--- config.mk ---
export PLATFORM = sky130hd
export DESIGN_NAME = branch_bht_predictor
export DESIGN_NICKNAME = d
export VERILOG_FILES = /design/src/rtl/branch_bht_predictor.sv
export SDC_FILE = /design/constraint.sdc
export NUM_CORES = 1
export LEC_CHECK = 0
export CORE_UTILIZATION = 30
export DETAILED_ROUTE_END_ITERATION = 8
export PLACE_DENSITY_LB_ADDON = 0.08
export RECOVER_POWER = 25
export SLEW_MARGIN = 20
export SYNTH_ARGS = -nofsm -noshare
export SYNTH_HDL_FRONTEND = slang
export SYNTH_SLANG_ARGS = --single-unit
--- constraint.sdc ---
create_clock -name clk -period 5.2 [get_ports clk]
set_clock_uncertainty 0.2 [all_clocks]
set_input_delay 0.78 -clock clk [delete_from_list [all_inputs] [get_ports clk]]
set_output_delay 0.78 -clock clk [all_outputs]
set_load 0.01 [all_outputs]
--- src/rtl/branch_bht_predictor.sv ---
// Branch history table of 2-bit saturating counters with
// registered decode-stage prediction and branch/mispredict statistics.
module branch_bht_predictor #(
  parameter int INDEX_BITS = 6,
  parameter int CNT_W      = 16
) (
  input  logic             clk,
  input  logic             rst,
  input  logic [31:0]      pc_f,
  input  logic [31:0]      inst_f,
  input  logic             stall,
  output logic             prediction,
  output logic             prediction_q,
  input  logic             upd_valid,
  input  logic [31:0]      upd_pc,
  input  logic             upd_taken,
  input  logic             upd_pred,
  output logic             mispredict,
  output logic [CNT_W-1:0] branch_cnt,
  output logic [CNT_W-1:0] mispredict_cnt
);

  localparam int ENTRIES = 1 << INDEX_BITS;
  localparam logic [6:0] OP_BRANCH = 7'b1100011;

  typedef enum logic [1:0] {
    SNT = 2'b00,
    WNT = 2'b01,
    WT  = 2'b10,
    ST  = 2'b11
  } ctr_t;

  ctr_t bht [ENTRIES];

  logic [INDEX_BITS-1:0] rd_idx;
  logic [INDEX_BITS-1:0] wr_idx;
  ctr_t                  wr_old;
  ctr_t                  wr_new;
  logic                  miss;

  assign rd_idx = pc_f[INDEX_BITS+1:2];
  assign wr_idx = upd_pc[INDEX_BITS+1:2];
  assign wr_old = bht[wr_idx];
  assign miss   = upd_taken ^ upd_pred;

  // Lookup sees the pre-update entry; no bypass from the write port.
  always_comb begin
    prediction = 1'b0;
    if (inst_f[6:0] == OP_BRANCH) prediction = bht[rd_idx][1];
  end

  always_comb begin
    wr_new = wr_old;
    unique case (1'b1)
      upd_taken && wr_old != ST:   wr_new = ctr_t'(wr_old + 2'd1);
      !upd_taken && wr_old != SNT: wr_new = ctr_t'(wr_old - 2'd1);
      default:                     wr_new = wr_old;
    endcase
  end

  always_ff @(posedge clk) begin
    if (rst) begin
      for (int i = 0; i < ENTRIES; i++) bht[i] <= WNT;
    end else if (upd_valid) begin
      bht[wr_idx] <= wr_new;
    end
  end

  always_ff @(posedge clk) begin
    if (rst) begin
      prediction_q   <= 1'b0;
      mispredict     <= 1'b0;
      branch_cnt     <= '0;
      mispredict_cnt <= '0;
    end else begin
      if (!stall) prediction_q <= prediction;
      mispredict <= upd_valid & miss;
      if (upd_valid && branch_cnt != '1)
        branch_cnt <= branch_cnt + CNT_W'(1);
      if (upd_valid && miss && mispredict_cnt != '1)
        mispredict_cnt <= mispredict_cnt + CNT_W'(1);
    end
  end

  logic unused;
  assign unused = ^{pc_f[31:INDEX_BITS+2], pc_f[1:0],
                    upd_pc[31:INDEX_BITS+2], upd_pc[1:0],
                    inst_f[31:7]};

endmodule

Word-level counts from Yosys, hierarchy flattened
Memory sizes are Yosys's and may differ from the RTL's.
Cells that the tools add are included.
{"block": "op_classes", "addsub": 4, "n_eq_ne": 4, "mux": 10, "bitwise": 2, "reduce_logical": 8}
{"op": "adder 16 x 1 -> 16 bit, second input constant", "count": 2}
{"op": "inequality test 16 bit, second input constant", "count": 2}
{"op": "== test 7 bit, second input constant", "count": 1}
{"op": "two-way mux 1 bit", "count": 7}
{"op": "two-way mux 6 bit", "count": 1}
{"op": "logical AND 1 bit", "count": 5}
{"op": "one-hot mux 2 bit (2 select lines)", "count": 1}
{"op": "adder 2 x 1 -> 2 bit, second input constant", "count": 1}
{"op": "two-way mux 2 bit", "count": 1}
{"op": "inequality test 2 bit, second input constant", "count": 1}
{"op": "nonzero test 2 bit", "count": 1}
{"op": "OR reduction 2 bit", "count": 1}
{"op": "subtractor 2 x 1 -> 2 bit, second input constant", "count": 1}
{"op": "bitwise AND 1 bit", "count": 1}
{"op": "zero test 1 bit", "count": 1}
{"op": "XOR 1 bit", "count": 1}
{"block": "totals", "register_bits": 34, "mem_bits_rw": 128, "out_inout_bits": 35, "elab_cells": 33, "memories": 1}
{"memory": "bht", "depth": 64, "word_bits": 2, "read_ports": 2, "rd_ports_with_merged_regs": 0, "write_ports": 64, "line_no": "33", "source": "ctr_t bht [ENTRIES];"}

Longest topological paths before layout
{"block": "depth", "ltp_word": 5, "mapped_depth": 12, "ltp_nobuf": 8}

Worst setup path before layout
No wires, ideal clock.
{"block": "synth_timing", "path_type": "input to output", "start": "in pc_f[3]", "end": "out prediction", "t_arrival_ns": 2.748, "required_ns": 4.220, "setup_slack_ns": 1.472, "path_stages": 6, "cell_sequence": "clkbuf_1 buf_2 mux4_2 mux4_2 mux2i_1 o22ai_1"}
{"block": "synth_via", "elab_chain_cells": 2}
{"element": "start, declared", "line_no": "9", "source": "input logic [31:0] pc_f,"}
{"element": "memory read (64 x 2 bit)"}
{"element": "two-way mux 1 bit", "line_no": "49", "source": "if (inst_f[6:0] == OP_BRANCH) prediction = bht[rd_idx][1];"}
{"element": "end, declared", "line_no": "12", "source": "output logic prediction,"}
Every way passes these cells.

Worst setup path after layout
Ends and elaborated chain as after synthesis.

==> results.cfg <==
[drt]
dr.first_iter.drc_count = 568
num_vias = 6461
ant_nets = 0
via_per_inst = 5.28
avgRoutedWirePerCell_um = 21.3
drt_pre_antenna_iters = 5
drc = 0
finalWirelength_um = 26000

[clock_network]
clk-insertion-delay-late_ns = 0.44
postCtsHoldBufs = 0
cts_resized = 0
clkSinkCount = 162
clk_pin_slew_ns = 0.07
cts_tree = done
htree_levels = 4
cts_setup_buffers = 0
clockRootBuffer = clkbuf_16
numCtsBuffers = 17
clk_path_buf_depth = 2

[global_routing]
grt_max_degree = 98
grt_pass1_wl_um = 39000
grt.overflow.total = 0
grt_antenna_before_repair = 0
grt_usage_pct = 18.3
grt_pass1_vias = 6418

[timing]
hold_viol_final = 0
rsz0062_at_grt = no
fin_setup_tns_ns = 0
finalSetupViolations = 0
period_minus_slack_ns = 4.49
slew_viol_final = 0
whs_ns = 0.309
finalCritPeriodShare_pct = 86.4
slew_headroom_pct = 30.6
fmax_mhz = 223
worst_pin_slew_ns = 1.03

[flow_run]
cap_violations = 0

[finish]
final_nets = 937
areaGrowthSynthToFinish_pct = 18.4
final_layout_size_suffix_gt1_share_pct = 17.1
instances_no_fill = 1224
diodes = 0

[yosys]
synth_top_area_share_pct = 44.4
ys_warn_count = 0
syn_avg_cell_area_um2 = 11.0
synth_most_common_cell = edfxtp_1
yosys-top-cells-count = 128 x edfxtp_1, 91 x nor2_1, 78 x nand2_1
synth-edff-count = 128
ys_ff_latch = 162
synth.distinct_cells = 61
synth-main-ff-cell = edfxtp_1
yosysTopAreaCell = edfxtp_1
synth_area_um2 = 8650
async_flop_share_pct = 0
yosysSeqAreaShare_pct = 52.3
synth_nets = 891
synth_area_leaders = edfxtp_1 44%, dfxtp_1 7.9%, mux4_2 7.8%
synthCells = 787

[setup_path]
crit_slowest_cell = mux4_2
slowest_delay_ns = 0.57
required_ns = 4.22
crit_chain = clkdlybuf4s50_1 > buf_12 > mux4_2 > mux4_2 > mux2i_1 > o22ai_1 > clkdlybuf4s50_1
critPathLaunchType = primary input
cp_max_fo = 16
cp-end-kind = output port
critPathArrivalTime_ns = 3.51
crit_type = in2out

[pwr]
peakVddDrop_mv = 0.184
powerDensity_nw_per_um2 = 301
p_leak_uw = 0.00343

[floorplan]
die-area_um2 = 29500
initial_core_util_pct = 30.8
core.rowCount = 61
coreArea_um2 = 28100
die_x_um = 172
die_y_um = 172
io_pins = 137

[placement]
placed_cells = 1192
io_buffers = 59
hpwl_um = 18000
gp_congestion = 0.826

[min_path]
hp-class = reg2reg

[run_status]
outcome = completed
[per-stage QoR]
stage / setup WS, ns / instance area [um2] / total power (uW) / util [%]
floorplan: 1.47 / 8650 / 1700 / -
global placement: 0.615 / 9660 / 1830 / 34.4
detailed placement: 0.630 / 9660 / 1830 / 34.4
CTS: 0.629 / 10200 / 3110 / 36.5
global route: 0.608 / 10200 / 3180 / 36.5
finish: 0.709 / 10200 / 3080 / 36.5
[kinds of logic (layout without fill, tap and decap cells)]
logic type / after synthesis / count (layout) / synth area share [%]
flops: 162 / 162 / 52.3
buf+inv: 76 / 135 / 4.55
simple gates: 376 / 376 / 21.6
xor+xnor: 26 / 26 / 2.63
compound gates: 80 / 80 / 6.61
mux: 63 / 63 / 11.8
fa+ha+maj: 4 / 4 / 0.535
[final timing paths]
| kind | start | to | slack (ns) | cells after the start |
|---|---|---|---|---|
| max reg2reg | bht[51][1] | bht[54][0] | 1.88 | 8 |
| min reg2reg | mispredict_cnt[10] | mispredict_cnt[10] | 0.31 | 2 |
| max | pc_f[3] | prediction | 0.71 | 7 |
| min | mispredict_cnt[10] | mispredict_cnt[10] | 0.31 | 2 |
[layout by cell type (no fill, tap or decap), types with 9 or more instances in the layout]
cell type,synthesis,layout
nand4_1,12,12
xor2_1,17,17
nor3_1,37,35
or2_2,24,24
mux2_2,10,10
buf_4,5,32
clkbuf_16,0,18
clkdlybuf4s50_1,0,20
mux2i_1,22,22
nand2_1,78,78
a21o_1,12,12
nor2_1,91,91
nand3_1,52,52
dfxtp_1,34,34
mux4_2,30,30
nand2b_1,31,31
edfxtp_1,128,128
a21oi_1,15,15
xnor2_1,9,9
dlygate4sd3_1,0,36
[critical path: cells and delay by family]
kind	cells	cell delay, ns
muxes	3	1.34
buffers and inverters	3	1.24
AOI/OAI and AO/OA	1	0.14
[power by group]
group          switching [uW]  internal, uW  total [uW]
clock                     600           680        1280
combinational             229           134         363
sequential               17.1          1420        1440
[state kept, by name (all words and copies together) (netlist names)]
| signal | flops |
|---|---|
| mispredict_cnt | 16 |
| branch_cnt | 16 |
| bht | 128 |
| prediction_q | 1 |
| mispredict | 1 |
[layer usage]
metal | global-route usage [%] | vias to the layer above | routed length (um)
li1 | - | 2988 | -
met1 | 23.9 | 3257 | 11700
met2 | 29.6 | 188 | 12400
met3 | 4.56 | 28 | 1450
met4 | 5.46 | 0 | 476
met5 | 0 | - | 0
[area by class of cell]
class / instances / area, um2
Fill cell: 2818 / 17800
Multi-Input combinational cell: 549 / 3750
Clock inverter: 13 / 126
Sequential cell: 162 / 4520
Timing Repair Buffer: 96 / 883
Clock buffer: 19 / 464
Inverter: 7 / 26.3
Tap cell: 378 / 473
No activity file was read; power rests on OpenSTA's default activity.
